==> src/rtl/boot_init_sequencer_pkg.sv <==
// Shared definitions for the boot sequencer: state encodings, state width
// and default memory geometry.
package boot_init_sequencer_pkg;

  localparam int BOOT_STATE_W = 3;

  typedef enum logic [BOOT_STATE_W-1:0] {
    ST_RESET = 3'd0,
    ST_CLEAR = 3'd1,
    ST_LOAD  = 3'd2,
    ST_HOLD  = 3'd3,
    ST_RUN   = 3'd4,
    ST_ERR   = 3'd5
  } boot_state_t;

  localparam int DEF_SB_DEPTH     = 128;
  localparam int DEF_SB_AW        = 7;
  localparam int DEF_NUM_CLR_CH   = 1;
  localparam int DEF_IM_DEPTH     = 512;
  localparam int DEF_IM_AW        = 9;
  localparam int DEF_IM_DW        = 64;
  localparam int DEF_EXEC_RST_CYC = 2;

endpackage

==> src/rtl/boot_addr_counter.sv <==
// Up-counter with synchronous clear (priority over enable) and a
// terminal-count flag raised while the count equals LAST.
module boot_addr_counter #(
  parameter int           W    = 8,
  parameter logic [W-1:0] LAST = '1
) (
  input  logic         Clock,
  input  logic         clr,
  input  logic         en,
  output logic [W-1:0] cnt,
  output logic         tc
);

  always_ff @(posedge Clock) begin
    if (clr)
      cnt <= '0;
    else if (en)
      cnt <= cnt + W'(1);
  end

  assign tc = (cnt == LAST);

endmodule

==> src/rtl/boot_init_sequencer.sv <==
// Boot controller: zero-fills scoreboard RAMs, streams the program into
// instruction memory, then resets and enables the execution unit.
// Optional program checksum check is built when BOOT_CHECKSUM_EN is defined.
//
// state | meaning
// RESET | held in reset, all outputs low
// CLEAR | writing zero to scoreboard address 0..SB_DEPTH-1
// LOAD  | accepting program words into instruction memory
// HOLD  | execution-unit reset asserted for EXEC_RST_CYC cycles
// RUN   | execution unit enabled
// ERR   | boot failed (overflow or checksum), waits for Reset/iReboot
module boot_init_sequencer
  import boot_init_sequencer_pkg::*;
#(
  parameter int SB_DEPTH     = DEF_SB_DEPTH,
  parameter int SB_AW        = DEF_SB_AW,
  parameter int NUM_CLR_CH   = DEF_NUM_CLR_CH,
  parameter int IM_DEPTH     = DEF_IM_DEPTH,
  parameter int IM_AW        = DEF_IM_AW,
  parameter int IM_DW        = DEF_IM_DW,
  parameter int EXEC_RST_CYC = DEF_EXEC_RST_CYC
) (
  input  logic                  Clock,
  input  logic                  Reset,
  input  logic                  iReboot,
  input  logic                  iCodeValid,
  input  logic [IM_DW-1:0]      iCodeData,
  input  logic                  iCodeLast,
`ifdef BOOT_CHECKSUM_EN
  input  logic [IM_DW-1:0]      iCodeChecksum,
`endif
  output logic                  oCodeReady,
  output logic                  oImWe,
  output logic [IM_AW-1:0]      oImAddr,
  output logic [IM_DW-1:0]      oImData,
  output logic [NUM_CLR_CH-1:0] oClrWe,
  output logic [SB_AW-1:0]      oClrAddr,
  output logic                  oExecReset,
  output logic                  oEnable,
  output logic                  oBusy,
  output logic                  oError,
  output logic [IM_AW:0]        oCodeWords
);

  localparam int PTR_W  = IM_AW + 1;
  localparam int HOLD_W = $clog2(EXEC_RST_CYC + 1);

  boot_state_t state;

  logic              reboot_req;
  logic              xfer;
  logic              last_ok;
  logic              clr_clr, ptr_clr, hold_clr;
  logic              clr_tc, ptr_tc, hold_tc;
  logic [SB_AW-1:0]  clr_cnt;
  logic [PTR_W-1:0]  ptr;
  logic [HOLD_W-1:0] hold_cnt;

  assign reboot_req = iReboot && (state != ST_RESET);
  assign oCodeReady = (state == ST_LOAD) && !iReboot && !Reset;
  assign xfer       = oCodeReady && iCodeValid;

  // Every counter restarts whenever the sequence (re)enters CLEAR.
  assign clr_clr  = Reset || reboot_req || (state != ST_CLEAR);
  assign ptr_clr  = Reset || reboot_req || (state == ST_RESET);
  assign hold_clr = Reset || reboot_req || (state != ST_HOLD);

  boot_addr_counter #(.W(SB_AW), .LAST(SB_AW'(SB_DEPTH - 1))) u_clr_cnt (
    .Clock (Clock),
    .clr   (clr_clr),
    .en    (state == ST_CLEAR),
    .cnt   (clr_cnt),
    .tc    (clr_tc)
  );

  // Pointer is one bit wider so it doubles as the loaded-word count.
  boot_addr_counter #(.W(PTR_W), .LAST(PTR_W'(IM_DEPTH - 1))) u_ptr_cnt (
    .Clock (Clock),
    .clr   (ptr_clr),
    .en    (xfer),
    .cnt   (ptr),
    .tc    (ptr_tc)
  );

  boot_addr_counter #(.W(HOLD_W), .LAST(HOLD_W'(EXEC_RST_CYC - 1))) u_hold_cnt (
    .Clock (Clock),
    .clr   (hold_clr),
    .en    (state == ST_HOLD),
    .cnt   (hold_cnt),
    .tc    (hold_tc)
  );

`ifdef BOOT_CHECKSUM_EN
  logic [IM_DW-1:0] csum;

  always_ff @(posedge Clock) begin
    if (ptr_clr)
      csum <= '0;
    else if (xfer)
      csum <= csum ^ iCodeData;
  end

  assign last_ok = ((csum ^ iCodeData) == iCodeChecksum);
`else
  assign last_ok = 1'b1;
`endif

  always_ff @(posedge Clock) begin
    if (Reset) begin
      state <= ST_RESET;
    end else if (reboot_req) begin
      state <= ST_CLEAR;
    end else begin
      case (state)
        ST_RESET: state <= ST_CLEAR;
        ST_CLEAR: if (clr_tc) state <= ST_LOAD;
        ST_LOAD: begin
          if (xfer) begin
            if (iCodeLast)
              state <= last_ok ? ST_HOLD : ST_ERR;
            else if (ptr_tc)
              state <= ST_ERR;
          end
        end
        ST_HOLD:  if (hold_tc) state <= ST_RUN;
        ST_RUN:   state <= ST_RUN;
        ST_ERR:   state <= ST_ERR;
        default:  state <= ST_RESET;
      endcase
    end
  end

  assign oImWe      = xfer;
  assign oImAddr    = ptr[IM_AW-1:0];
  assign oImData    = (state == ST_LOAD) ? iCodeData : '0;
  assign oClrWe     = {NUM_CLR_CH{state == ST_CLEAR}};
  assign oClrAddr   = (state == ST_CLEAR) ? clr_cnt : '0;
  assign oExecReset = (state == ST_HOLD);
  assign oEnable    = (state == ST_RUN);
  assign oBusy      = (state == ST_CLEAR) || (state == ST_LOAD) || (state == ST_HOLD);
  assign oError     = (state == ST_ERR);
  assign oCodeWords = ptr;

endmodule

==> config.mk <==
export PLATFORM = sky130hd
export DESIGN_NAME = boot_init_sequencer
export DESIGN_NICKNAME = d
export VERILOG_FILES = /design/src/rtl/boot_init_sequencer_pkg.sv /design/src/rtl/boot_addr_counter.sv /design/src/rtl/boot_init_sequencer.sv
export SDC_FILE = /design/constraint.sdc
export NUM_CORES = 1
export LEC_CHECK = 0
export BUFFER_PORTS_ARGS = -buffer_cell sky130_fd_sc_hd__buf_2
export CAP_MARGIN = 40
export CORE_AREA = 2 2 71 73
export DETAILED_ROUTE_END_ITERATION = 10
export DIE_AREA = 0 0 73 75
export GPL_ROUTABILITY_DRIVEN = 0
export MAX_ROUTING_LAYER = met4
export PLACE_DENSITY = 0.84
export SLEW_MARGIN = 20
export SYNTH_ARGS = -nofsm -noshare
export SYNTH_HDL_FRONTEND = slang
export SYNTH_SLANG_ARGS = --single-unit
==> constraint.sdc <==
create_clock -name Clock -period 1.99 [get_ports Clock]
set_input_delay 0.199 -clock Clock [delete_from_list [all_inputs] [get_ports Clock]]
set_output_delay 0.199 -clock Clock [all_outputs]
set_load 0.01 [all_outputs]
# ---- Word-level counts from Yosys, hierarchy flattened
# Cells that the tools add are included.
dict set report classes {
  add_sub_neg 3
  n_mul 0
  div 0
  magnitude_cmp 0
  eq_ne 18
  n_shift 0
  muxes 9
  n_bitwise 0
  n_reduce_logical 17
}
# cell count
set ops {}
lappend ops {{$mux 64} 1}
lappend ops {{$pmux 3 s6} 1}
lappend ops {{$mux 3} 5}
lappend ops {{$add 10x1->10 const B} 1}
lappend ops {{$eq 10x9->1 const B} 1}
lappend ops {{$ne 3x1->1 const B} 3}
lappend ops {{$reduce_and 4->1} 2}
lappend ops {{$add 7x1->7 const B} 1}
lappend ops {{$eq 7x7->1 const B} 1}
lappend ops {{$mux 7} 1}
lappend ops {{$eq 3x2->1 const B} 2}
lappend ops {{$eq 3x3->1 const B} 2}
lappend ops {{$logic_or 1x1->1} 6}
lappend ops {{$ne 3x3->1 const B} 2}
lappend ops {{$logic_and 1x1->1} 4}
lappend ops {{$ne 2x1->1 const B} 2}
lappend ops {{$ne 4x4->1 const B} 1}
lappend ops {{$eq 3x1->1 const B} 1}
lappend ops {{$logic_not 3->1} 1}
lappend ops {{$ne 3x2->1 const B} 1}
lappend ops {{$reduce_bool 3->1} 1}
lappend ops {{$add 2x1->2 const B} 1}
lappend ops {{$eq 2x1->1 const B} 1}
lappend ops {{$logic_not 1->1} 2}
lappend ops {{3 further kinds} 3}
dict set report word_totals {
  reg_bits 22
  latchBits 0
  ramBits 0
  rom_bits 0
  elab_cells 52
  memories 0
}

# ---- Depth between registers and ports, before layout
# Gate-level depths: netlist of run 1.
dict set report depth {
  ltp_word 7
  depth_mapped 6
}

# ---- Modules after synthesis
# A second synthesis of run 1 with hierarchy kept.
dict set report unflattened {
  hier_cells 222
  area_unflattened_um2 1702.9
}
# module n_inst cells_each area_each_um2 seq_area_each_um2
set by_module_without_submodules {}
lappend by_module_without_submodules {boot_init_sequencer 1 132 880.8 60.1}
lappend by_module_without_submodules {{boot_addr_counter at u_ptr_cnt} 1 49 442.9 200.2}
lappend by_module_without_submodules {{boot_addr_counter at u_clr_cnt} 1 33 299.0 140.1}
lappend by_module_without_submodules {{boot_addr_counter at u_hold_cnt} 1 8 80.1 40.0}

# ---- Worst setup path before layout of run 1
# No wires, ideal clock.
dict set report synth_path {
  path_type {register to register}
  startpoint {reg state[2]}
  endpoint {reg u_ptr_cnt.cnt[9]}
  setup_time_ns 0.074
  arrival_time_ns 1.756
  slack_ns 0.160
  stages_incl_launch_ff 7
  n_path_buf 2
  path_cell_list {dfxtp_1 buf_2 or3b_1 buf_2 or3_4 or3_1 a21oi_1}
}
dict set report synth_between {
  elab_chain_cells 4
}
# element line
set synth_lines {}
lappend synth_lines {{from (decl)} boot_init_sequencer.sv:48} ;# boot_state_t state;
lappend synth_lines {{from (signal assigned)} boot_init_sequencer.sv:120} ;# state <= last_ok ? ST_HOLD : ST_ERR;
lappend synth_lines {{$eq 3x2->1 or $reduce_bool 3->1 (tied branches)} {boot_init_sequencer.sv:60, boot_init_sequencer.sv:59}}
lappend synth_lines {{$logic_and 1x1->1, on equally long branches} {boot_init_sequencer.sv:60, boot_init_sequencer.sv:59}}
lappend synth_lines {{$logic_and 1x1->1 or $logic_or 1x1->1 (tied branches)} {boot_init_sequencer.sv:60, boot_init_sequencer.sv:65}}
lappend synth_lines {{$logic_and 1x1->1 or $logic_or 1x1->1 (tied branches)} {boot_init_sequencer.sv:61, boot_init_sequencer.sv:65}}
lappend synth_lines {{to (signal assigned)} boot_addr_counter.sv:18} ;# cnt <= cnt + W'(1);
lappend synth_lines {{to (decl)} boot_addr_counter.sv:10} ;# output logic [W-1:0] cnt,
# Several ways; a longest one is shown, not always the timed one.
# A chain may end at the register's enable or synchronous reset.

# ---- Final worst setup path of run 1
dict set report layout_path {
  startpoint {reg state[0]}
  endpoint {out oImData[10]}
}
dict set report layout_between {
  elab_chain_cells 2
}
# element line
set layout_lines {}
lappend layout_lines {{$eq 3x2->1} boot_init_sequencer.sv:135} ;# assign oImData = (state == ST_LOAD) ? iCodeData : '0;
lappend layout_lines {{$mux 64} boot_init_sequencer.sv:135}
lappend layout_lines {{to (decl)} boot_init_sequencer.sv:35} ;# output logic [IM_DW-1:0] oImData,
# No other way between the ends.

==> results of run 1 <==
[power by group through the flow]
stage                     clock [mW]  sequential, mW  combinational, mW
after detailed placement           0           0.491              0.963
after global placement             0           0.488              0.948
after global routing           0.298           0.485               1.05
final                          0.271           0.480              0.955
after CTS                      0.276           0.480              0.964
after floorplan                    0           0.496              0.537
[cells in the mapped netlist (2+ instances only)]
cell	instances	area share (%)
sky130_fd_sc_hd__nand3_1	7	2.1
sky130_fd_sc_hd__xnor2_1	7	3.7
sky130_fd_sc_hd__nand2_1	6	1.4
sky130_fd_sc_hd__nor2b_1	3	1.1
sky130_fd_sc_hd__a21oi_1	5	1.5
sky130_fd_sc_hd__xor2_1	5	2.7
sky130_fd_sc_hd__and2_1	73	28
sky130_fd_sc_hd__and3_1	2	0.76
sky130_fd_sc_hd__clkbuf_1	9	2.1
sky130_fd_sc_hd__nor4_1	4	1.5
sky130_fd_sc_hd__nor2_1	21	4.8
sky130_fd_sc_hd__dfxtp_1	22	27
sky130_fd_sc_hd__ha_1	3	2.3
sky130_fd_sc_hd__nor3_1	2	0.61
sky130_fd_sc_hd__inv_1	3	0.69
sky130_fd_sc_hd__o21ai_0	3	0.92
sky130_fd_sc_hd__buf_4	9	4.1
sky130_fd_sc_hd__nand4_1	4	1.5
sky130_fd_sc_hd__nor3b_1	2	0.92
sky130_fd_sc_hd__o211ai_1	2	0.92
sky130_fd_sc_hd__buf_2	2	0.61
[how the worst min path moves through the flow]
| stage | cells past startpoint | slack [ps] | endpoint |
|---|---|---|---|
| after CTS | 2 | 230 | state[0] |
| after global placement | 1 | 410 | u_hold_cnt.cnt[0] |
| after global routing | 2 | 230 | state[0] |
| after floorplan | 1 | 320 | state[0] |
| after detailed placement | 1 | 410 | u_hold_cnt.cnt[0] |
| final | 2 | 230 | state[0] |
[flip-flops by register name, indices dropped and copies added (netlist names)]
signal / count
u_ptr_cnt.cnt: 10
u_clr_cnt.cnt: 7
state: 3
u_hold_cnt.cnt: 2
[per-stage QoR]
stage,std cells,worst slack (ps)
2_1_floorplan,215,160
3_3_place_gp,424,204
3_5_place_dp,424,173
4_1_cts,427,164
5_1_grt,427,22.0
6_report,428,168
[cells in the final DEF (no fill, tap or decap), drive strengths merged, types with 2 or more instances in the layout]
| cell type | instances |
|---|---|
| buf | 175 |
| and2 | 73 |
| dfxtp | 22 |
| nor2 | 21 |
| nand3 | 7 |
| xnor2 | 7 |
| nand2 | 6 |
| a21oi | 5 |
| xor2 | 5 |
| nand4 | 4 |
| nor4 | 4 |
| o21ai | 4 |
| inv | 3 |
| nor2b | 3 |
| ha | 3 |
| clkbuf | 3 |
| nor3b | 3 |
| nor3 | 2 |
| o211ai | 2 |
| and3 | 2 |
| or3b | 2 |
| or3 | 2 |
[layer usage]
layer | global-route usage [%] | part of all wire [%] | vias up | wire [microns]
met4 | 5.35 | 0.72 | 0 | 39
met2 | 32.0 | 52 | 85 | 2850
met1 | 21.5 | 39 | 875 | 2150
met5 | - | 0 | - | 0
met3 | 5.09 | 7.3 | 4 | 396
li1 | - | - | 1020 | -
[final cells by class]
type | instances | area (sq um)
repair buffers | 175 | 901
inverters | 3 | 11.3
multi-input cells | 170 | 1080
diodes | 1 | 2.50
fillers | 444 | 2120
flip-flops and latches | 22 | 440
clock buffers | 3 | 41.3
well taps | 54 | 67.6
[kinds of logic (layout without fill, tap and decap cells)]
kind of cell / Yosys count / after routing / share of synthesized area, %
compound gates: 19 / 19 / 7.72
xor+xnor: 12 / 12 / 6.42
fa+ha+maj: 3 / 3 / 2.29
buf+inv: 23 / 181 / 7.49
flops: 22 / 22 / 26.9
mux: 1 / 1 / 0.612
other cells: 0 / 1 / 0
simple gates: 135 / 135 / 48.5
==> results summary, run 1 <==
The switching component of the power came out at 0.668 mW. The buffers inserted during post-CTS setup optimization came out at 0. The depth of the CTS H-tree came out at 1. Across the run, the number of max-cap violations was 0. The endpoint of the worst-slack reg-to-reg timing path is u_ptr_cnt.cnt[9]. The die covers 0.00548 sq mm. The total grt overflow came out at 0. Synthesis produced a netlist with a net count of 287. The count of buffers from port buffering came out at 165. The worst relative slew slack came out at 75.0%.

The element type at the critical path start is a register. The setup skew after layout is 5.69 ps. The layout net count came out at 447. The deepest clock path buffer count came out at 2. Overall power consumption after layout is estimated at 1.71 mW. For this run, design rule violations remaining after detail routing come to 0. The slowest cell on the critical path is sky130_fd_sc_hd__buf_4. The clock reaches the later pin of the worst-skew pair after 260 ps.

The layout overhead on the synthesized area came out at 55.4%. The number of global-route vias before repair came to 1751. Synthesis handed over a netlist of 215 instances. The clock sink count came out at 22.

The number of warnings issued by yosys came out at 0. The wire-length estimate of the detail-placed layout is 4610 microns. Measured on the finished design, the core utilization comes to 54.6%.

Buffers inserted to repair hold after CTS numbered 0. The final count of hold timing violations is 0. The first global-routing pass estimated 7800 microns of wire. The synthesized netlist occupies a cell area of 0.00164 sq mm. The transition time at the pin with the least slew margin is 372 ps. The die extent in y came out at 75 microns. The I/O pin total is 166. The data required time of the critical path came out at 1790 ps. The path class of the tightest hold or removal check is in2reg. Setup violations remaining at the end of the flow were counted as 0. The sum of buffers and inverters on the critical path came out at 3.

The arrival time of data at the critical path endpoint is 1620 ps. The critical path ends at oImData[10]. The clock slew seen by the registers of the worst setup and hold paths came out at 80 ps. The register-to-register path setup slack came out at 300 ps. The most used flip-flop cell after synthesis is sky130_fd_sc_hd__dfxtp_1.

The launch point of the worst reg-to-reg path is state[0]. The signal on the critical path passes through buf_4, nor3b_4, buf_4, and2_1, buf_2. The startpoint identified for the worst hold timing path is Reset. The first-pass iteration count of the detailed router came out at 4. Yosys mapped the design onto 42 distinct sky130hd cell types. The synthesized design contains 22 register bits.

Setup total negative slack on the finished layout was measured at 0 ps. The antenna violation net count after detailed routing came out at 0. The final count of pins violating max slew came out at 0.

Setup repair after global routing left no endpoint under its margin. The finished cells cover 0.00254 sq mm. VDD sags by at most 313 uV. The share of flip-flops with an asynchronous set or reset after synthesis came out at 0%. The count of flip-flops with a built-in enable after synthesis is 0.

The core region is 0.00466 sq mm. In the routed layout, each cell is associated on average with a via count of 4.64. For this design the static power due to leakage is 1.45 nW. The violation count after the first detailed-routing iteration came out at 61.

The proportion of power drawn by flip-flops and latches came out at 28.1%. The number of antenna violations at the first check in global routing is 0. The routed wire length is 5440 microns. The quantity of gates resized following cts came out at 0.

The clock buffer count from CTS is 3. The share of total power dissipated in the clock network is 15.9%. Dividing the detail-routed wire length by the instance count gives 12.7 microns. After floorplanning, the core was divided into 25 placement rows. The power density of the placed cells is 671 mW/mm^2. The aggregate global-route resource usage came out at 18.7%.

The number of cells on the critical path is 5. The layout cell share with drive strength beyond 1 is 49.1%. The CTS tree is done.

The die width came out at 73 microns. The internal power summed over all cells came out at 1.04 mW. The final period utilization came out at 91.5%. In this design, the stage delay of the slowest critical-path cell is 320 ps. The switching part of the total is 39.1%. The critical path starts at state[0]. The synthesized area per cell came out at 7.61 sq um. The initial utilization of the core area, before any placement, comes to 35.1%. The area of placed instances is 0.00250 sq mm. The cell sitting at the root of the clock tree is a sky130_fd_sc_hd__clkbuf_8. STA classifies the critical path endpoint as a primary output. The total number of vias came out at 1984. The cell family contributing the most delay on the critical path is buffers and inverters. The flow ran to the end, and the final reports show no timing, DRC or antenna violations. Across all hold checks on the routed design, the worst slack comes to 234 ps.

The critical-path maximum fanout came out at 40. The part of the power in combinational logic is 56.0%. By startpoint and endpoint, the worst setup path is classified as reg2out. Timing would allow up to 0.549 GHz. Counting cells, the worst reg-to-reg path comes to 4. Entering global routing, the biggest net connects 41 pins. The part of the Yosys area used for sequential elements is 26.9%.

The most frequent cell on the critical path is sky130_fd_sc_hd__buf_4. The final period demand of the worst path came out at 1820 ps.
Note: power is estimated with default switching activity, not from simulation.
==> inputs of run 2 (changes only) <==
--- a/config.mk
+++ b/config.mk
@@ -10,7 +10,6 @@
 export CORE_AREA = 2 2 71 73
 export DETAILED_ROUTE_END_ITERATION = 10
 export DIE_AREA = 0 0 73 75
-export GPL_ROUTABILITY_DRIVEN = 0
 export MAX_ROUTING_LAYER = met4
 export PLACE_DENSITY = 0.84
 export SLEW_MARGIN = 20
==> constraint.sdc (replaced) <==
create_clock -name Clock -period 1.99 [get_ports Clock]
set_input_delay 0.0995 -clock Clock [delete_from_list [all_inputs] [get_ports Clock]]
set_output_delay 0.0995 -clock Clock [all_outputs]
set_load 0.01 [all_outputs]
==> run 2 against run 1 <==
  * Cell area shrank 0.15%
  * Sequential power is essentially flat
  * Clock power grew 20%
  * Largest cell class unchanged
  * Setup slack lost 35 ps
  * Global-route usage grew 0.27 points
==> results summary, run 2 (same netlist as run 1, synthesis figures left out) <==
The post-cts hold buffer count came out at 0 (unchanged). The weighted congestion at the end of routability-driven global placement is 0.846. The worst hold slack was 130 ps (was 234 ps). The count of buffers from port buffering was 165 (unchanged).

The placement-stage worst setup slack is 267 ps (was 173 ps). The number of global-route vias before repair is 1730 (was 1751). The total number of vias was 1983 (was 1984).

The clock network latency to the later pin of the worst-skew pair came out at 260 ps (about the same). The clock sink count is 22 (unchanged). The post-route setup TNS came to 0 ps (unchanged). The part of the power in combinational logic came to 54.3% (was 56.0%). The violation count after the first detailed-routing iteration came out at 86 (was 61). The sort of element at the end of the critical path is a primary output (unchanged). The final count of hold timing violations was 0 (unchanged). The final worst-path setup slack came out at 133 ps (was 168 ps).

The proportion of power drawn by flip-flops and latches was 27.3% (was 28.1%). The global-route wire length before repair is 8000 microns (was 7800 microns). The switching part of the total was 39.1% (about the same). The most common cell after layout, fill and taps aside is sky130_fd_sc_hd__buf_2 (unchanged). The static power due to leakage came to 1.44 nW (was 1.45 nW).

Commonest non-fill, non-tap cells in the layout: sky130_fd_sc_hd__buf_2, sky130_fd_sc_hd__and2_1, sky130_fd_sc_hd__dfxtp_1, sky130_fd_sc_hd__nor2_1, sky130_fd_sc_hd__buf_4 (unchanged). The setup skew after layout is 2.09 ps (was 5.69 ps). Sequence of cells on the critical path: buf_4, nor3b_4, buf_4, and2_1, buf_2 (unchanged).

The die width is 73 microns (unchanged). The final period demand of the worst path is 1860 ps (was 1820 ps). The die extent in y came to 75 microns (unchanged). The quantity of gates resized following cts came out at 0 (unchanged). The standard-cell row count came out at 25 (unchanged). The worst relative slew slack came out at 68.9% (was 75.0%). The critical-path maximum fanout came out at 68 (was 40). The largest net degree at the start of global routing was 69 (was 41).

The flip-flop count of the largest register after layout came out at 10 (unchanged). The switching component of the power is 0.688 mW (was 0.668 mW). The clock slew seen by the registers of the worst setup and hold paths was 80 ps (about the same).

The antenna cell count came out at 0 (was 1). The post-detailed-route DRC marker count is 0 (unchanged). The first-pass iteration count of the detailed router is 4 (unchanged). The initial core utilization was 35.1% (unchanged). The internal power summed over all cells came to 1.07 mW (was 1.04 mW). The area of the core is 0.00466 sq mm (unchanged). The layout overhead on the synthesized area was 55.2% (was 55.4%). The most frequent cell on the critical path is sky130_fd_sc_hd__buf_4 (unchanged). The number of filler cells placed in the layout is 439 (was 444). The slowest cell on the critical path is sky130_fd_sc_hd__buf_4 (unchanged). The element type at the critical path start is a register (unchanged). The maximum ir drop on the vdd rail came out at 312 uV (was 313 uV). The average vias per placed instance came out at 4.65 (was 4.64). The delay contributed by the slowest stage of the critical path is 430 ps (was 320 ps). The buffers inserted during post-CTS setup optimization is 0 (unchanged).

Biggest registers after layout: u_ptr_cnt.cnt x10, u_clr_cnt.cnt x7, state x3 (unchanged). The type of the tightest min-delay check is in2reg (unchanged). Setup repair after global routing missed its margin: false (unchanged).

The aggregate global-route resource usage is 19.0% (was 18.7%). The number of placed instances with taps included was 422 (was 424). The final period utilization is 93.3% (was 91.5%). The max-capacitance violation count is 0 (unchanged). The I/O pin total came out at 166 (unchanged). The overall die area is 0.00548 sq mm (unchanged). The routed length per instance came out at 13.0 microns (was 12.7 microns).

The highest attainable clock frequency is 0.539 GHz (was 0.549 GHz). The routed wire length is 5550 microns (was 5440 microns). The CTS tree is done (unchanged).

Status: finished clean (unchanged). The number of antenna violations at the first check in global routing is 0 (unchanged). The final count of pins violating max slew came out at 0 (unchanged). The clock buffer count from CTS is 3 (unchanged). The data required time of the critical path is 1890 ps (was 1790 ps). The transition time at the pin with the least slew margin is 466 ps (was 372 ps). The category of the critical setup timing path is reg2out (unchanged). The final-report setup violation count came to 0 (unchanged). The clock group share of total power came to 18.4% (was 15.9%). The depth of the CTS H-tree came to 1 (unchanged). The largest register by flop count was u_ptr_cnt.cnt (unchanged). The post-route non-filler standard cell count came to 426 (was 428). The layout cell share with drive strength beyond 1 came to 48.9% (was 49.1%).

The power density of the placed cells is 693 mW/mm^2 (was 671 mW/mm^2). The deepest clock path buffer count came out at 2 (unchanged). The arrival time of data at the critical path endpoint came to 1760 ps (was 1620 ps). The antenna violation net count after detailed routing is 0 (unchanged). The layout net count is 445 (was 447). The total grt overflow was 0 (unchanged). The clock tree root driver cell is sky130_fd_sc_hd__clkbuf_8 (unchanged). The estimated wirelength of the detail-placed design came out at 4610 microns (about the same).
run 2: cell count changes in the layout (fill, tap and decap cells not counted), sizes merged:
cell | previous run | this run
buf | 175 | 173
clkbuf | 3 | 4
diode | 1 | 0
run 2: critical path: cells and delay by family, from the launching register on:
family | cells | cell delay [ps]
simple gates | 2 | 420
buf+inv | 3 | 740
flops | 1 | 320
run 2: worst paths after layout:
kind	from	to	slack [ps]	depth (start not counted)
setup / recovery	state[0]	oImData[10]	130	5
hold / removal	Reset	state[0]	130	2
setup reg to reg	state[0]	u_ptr_cnt.cnt[9]	310	4
hold reg to reg	u_hold_cnt.cnt[0]	u_hold_cnt.cnt[0]	420	1
run 2: area by class of cell:
type / count / area, sq um / share of cell area (%)
repair buffers: 173 / 886 / 34.9
flip-flops and latches: 22 / 440 / 17.3
well taps: 54 / 67.6 / 2.66
clock buffers: 4 / 55.1 / 2.17
multi-input cells: 170 / 1080 / 42.5
inverters: 3 / 11.3 / 0.443
run 2: layer usage:
| layer | vias to the layer above | share of wire [%] | track usage [%] |
|---|---|---|---|
| li1 | 1014 | - | - |
| met1 | 871 | 40 | 22.0 |
| met2 | 94 | 52 | 34.2 |
| met3 | 4 | 7.5 | 3.48 |
| met4 | 0 | 0.61 | 3.91 |
| met5 | - | 0 | - |
run 2: power by group through the flow:
stage / combinational [mW] / sequential (mW) / clock [mW]
global route: 1.05 / 0.483 / 0.350
detailed placement: 0.957 / 0.491 / 0
floorplan: 0.537 / 0.496 / 0
CTS: 0.963 / 0.480 / 0.330
global placement: 0.941 / 0.488 / 0
finish: 0.956 / 0.480 / 0.324
run 2: metrics by stage:
stage | power (mW) | util, % | instance area, sq um
6_report | 1.76 | 54.5 | 2540
2_1_floorplan | 1.03 | - | 1640
5_1_grt | 1.88 | 54.5 | 2540
3_5_place_dp | 1.45 | 53.3 | 2480
4_1_cts | 1.77 | 54.5 | 2540
3_3_place_gp | 1.43 | 53.3 | 2480
==> inputs of run 3 (changes only) <==
--- a/config.mk
+++ b/config.mk
@@ -11,7 +11,7 @@
 export DETAILED_ROUTE_END_ITERATION = 10
 export DIE_AREA = 0 0 73 75
 export MAX_ROUTING_LAYER = met4
-export PLACE_DENSITY = 0.84
+export PLACE_DENSITY_LB_ADDON = 0.3
 export SLEW_MARGIN = 20
 export SYNTH_ARGS = -nofsm -noshare
 export SYNTH_HDL_FRONTEND = slang
==> run 3 against run 2 <==
  * Utilization rose by 0.43 points
  * First-iteration DRC count is 24% lower
  * Clock power increased by 30%
  * Clock skew increased by 11 ps
  * Setup slack gained 84 ps
  * Routed wire length decreased by 6.3%
  * Die area did not move
  * Largest power group unchanged
==> results summary, run 3 (same netlist as run 1, synthesis figures left out) <==
Status: finished clean (unchanged). The deepest clock path buffer count is 2 (unchanged). Setup repair after global routing missed its margin: false (unchanged). The initial core utilization is 35.1% (unchanged). The global routing met3 resource utilization came out at 3.61% (was 3.48%).

The part of the power in combinational logic is 51.2% (was 54.3%). The final worst-path setup slack is 217 ps (was 133 ps). The fraction of met2 tracks used by global routing came out at 24.9% (was 34.2%). The clock buffer count from CTS was 3 (unchanged). The final count of hold timing violations is 0 (unchanged).

The data required time of the critical path was 1890 ps (about the same). The estimated wirelength of the detail-placed design is 4240 microns (was 4610 microns). The category of cells accounting for the largest share of critical-path delay was buffers and inverters (unchanged). The post-route non-filler standard cell count is 426 (unchanged). The largest register by flop count is u_ptr_cnt.cnt (unchanged). The delay contributed by the slowest stage of the critical path is 330 ps (was 430 ps).

The layout cell share with drive strength beyond 1 is 48.9% (unchanged). The number of placed instances with taps included came out at 422 (unchanged). The number of global-route vias before repair is 1495 (was 1730).

The clock sink count is 22 (unchanged). The overall die area is 0.00548 sq mm (unchanged). The setup skew after layout was 12.6 ps (was 2.09 ps). The standard-cell row count is 25 (unchanged). The type of the tightest min-delay check was in2reg (unchanged). The switching part of the total was 36.8% (was 39.1%). The worst relative slew slack came to 77.4% (was 68.9%). The total grt overflow came out at 0 (unchanged).

The switching component of the power came out at 0.679 mW (was 0.688 mW). The final-report setup violation count is 0 (unchanged). The CTS tree was done (unchanged).

The post-detailed-route DRC marker count came to 0 (unchanged). The number of antenna violations at the first check in global routing came out at 0 (unchanged). Biggest registers after layout: u_ptr_cnt.cnt x10, u_clr_cnt.cnt x7, state x3 (unchanged).

The antenna violation net count after detailed routing is 0 (unchanged). The total number of vias came out at 1879 (was 1983). The final period utilization is 89.1% (was 93.3%). The global-route wire length before repair came to 7460 microns (was 8000 microns). The slowest cell on the critical path was sky130_fd_sc_hd__buf_6 (was sky130_fd_sc_hd__buf_4).

The highest attainable clock frequency came out at 0.564 GHz (was 0.539 GHz). Commonest non-fill, non-tap cells in the layout: sky130_fd_sc_hd__buf_2, sky130_fd_sc_hd__and2_1, sky130_fd_sc_hd__dfxtp_1, sky130_fd_sc_hd__nor2_1 (was sky130_fd_sc_hd__buf_2, sky130_fd_sc_hd__and2_1, sky130_fd_sc_hd__dfxtp_1, sky130_fd_sc_hd__nor2_1, sky130_fd_sc_hd__buf_4). The total power is 1.85 mW (was 1.76 mW). The aggregate global-route resource usage came to 17.7% (was 19.0%). The global routing usage on met1 is 25.9% (was 22.0%). The clock slew seen by the registers of the worst setup and hold paths is 90 ps (was 80 ps).

The critical-path maximum fanout is 68 (unchanged). The worst hold slack came out at 119 ps (was 130 ps). The I/O pin total is 166 (unchanged).

Sequence of cells on the critical path: buf_4, nor3b_4, buf_6, and2_1, buf_2 (was buf_4, nor3b_4, buf_4, and2_1, buf_2). The maximum ir drop on the vdd rail came out at 353 uV (was 312 uV). The number of filler cells placed in the layout was 458 (was 439).

The busiest layer in global routing is met1 (was met2). The final count of pins violating max slew came out at 0 (unchanged). The routed wire length came out at 5200 microns (was 5550 microns).

The average vias per placed instance is 4.41 (was 4.65). The placement-stage worst setup slack is 286 ps (was 267 ps). The power density of the placed cells came out at 721 mW/mm^2 (was 693 mW/mm^2). The largest net degree at the start of global routing came out at 69 (unchanged). The routed length per instance is 12.2 microns (was 13.0 microns). The sort of element at the end of the critical path is a primary output (unchanged). The most common cell after layout, fill and taps aside is sky130_fd_sc_hd__buf_2 (unchanged). The max-capacitance violation count is 0 (unchanged). The transition time at the pin with the least slew margin is 335 ps (was 466 ps).

The buffers inserted during post-CTS setup optimization came out at 0 (unchanged). The post-route setup TNS came to 0 ps (unchanged). The multi-input combinational cell area was 0.00108 sq mm (unchanged).

The arrival time of data at the critical path endpoint came to 1670 ps (was 1760 ps). The clock network latency to the later pin of the worst-skew pair was 270 ps (was 260 ps). The final period demand of the worst path is 1770 ps (was 1860 ps). The static power due to leakage is 1.45 nW (was 1.44 nW). The die extent in y came out at 75 microns (unchanged). The internal power summed over all cells is 1.17 mW (was 1.07 mW).

The antenna cell count came to 0 (unchanged). The register area is 440 sq um (unchanged). The count of buffers from port buffering came out at 165 (unchanged). The die width came to 73 microns (unchanged).

The depth of the CTS H-tree came out at 1 (unchanged). The category of the critical setup timing path is reg2out (unchanged). The clock tree root driver cell is sky130_fd_sc_hd__clkbuf_8 (unchanged). The layout net count came to 445 (unchanged). The flip-flop count of the largest register after layout came to 10 (unchanged). The element type at the critical path start was a register (unchanged). The layout overhead on the synthesized area is 56.4% (was 55.2%).

The proportion of power drawn by flip-flops and latches was 26.0% (was 27.3%). The sum of buffers and inverters on the critical path was 3 (unchanged). The clock group share of total power is 22.8% (was 18.4%). The weighted congestion at the end of routability-driven global placement came out at 0.837 (was 0.846). The first-pass iteration count of the detailed router came out at 4 (unchanged). The violation count after the first detailed-routing iteration is 65 (was 86).

The area of the core came out at 0.00466 sq mm (unchanged).
-- run 3: changes by cell type in the layout (fill, tap and decap cells not counted) --
cell,before,now
sky130_fd_sc_hd__buf_6,0,1
sky130_fd_sc_hd__clkbuf_8,4,3
sky130_fd_sc_hd__bufinv_16,0,1
sky130_fd_sc_hd__buf_4,8,7
-- run 3: final timing paths --
path / from / end / slack [ps] / depth (start not counted)
worst min register to register: u_hold_cnt.cnt[0] / u_hold_cnt.cnt[0] / 430 / 1
worst min-delay path: Reset / state[0] / 120 / 2
worst max register to register: state[1] / u_ptr_cnt.cnt[9] / 310 / 4
worst max-delay path: state[0] / oImData[31] / 220 / 5
-- run 3: per-stage QoR --
stage	util, %	area (sq um)
3_5_place_dp	53.3	2480
6_report	54.9	2560
2_1_floorplan	-	1640
3_3_place_gp	53.3	2480
5_1_grt	54.9	2560
4_1_cts	54.8	2560
-- run 3: final cells by class --
type | instances | share of cell area, %
multi-input cells | 170 | 42.2
repair buffers | 173 | 34.8
flip-flops and latches | 22 | 17.2
well taps | 54 | 2.64
clock buffers | 3 | 1.61
clock inverters | 1 | 1.17
inverters | 3 | 0.440
-- run 3: worst register-to-register path, stage by stage (launching register included) --
cell,delay (ps)
sky130_fd_sc_hd__dfxtp_1,340
sky130_fd_sc_hd__or3b_1,390
sky130_fd_sc_hd__or3_4,410
sky130_fd_sc_hd__or3_1,350
sky130_fd_sc_hd__a21oi_1,130
-- run 3: power groups by stage --
stage,logic (mW),clock network [mW],registers (mW)
2_1_floorplan,0.537,0,0.496
6_report,0.945,0.421,0.481
5_1_grt,1.05,0.449,0.485
4_1_cts,0.949,0.431,0.481
3_5_place_dp,0.943,0,0.492
3_3_place_gp,0.935,0,0.488
-- run 3: timing repair --
| action | CTS | global route |
|---|---|---|
| hold buffers | 0 | 0 |
| resized for setup | 0 | 1 |
| endpoints found under the setup margin | 0 | 3 |
-- run 3: metal layers --
layer  up-vias  wire (microns)
met1       808            2380
met5         -               0
met4         0              31
li1       1015               -
met3         4             235
met2        52            2560
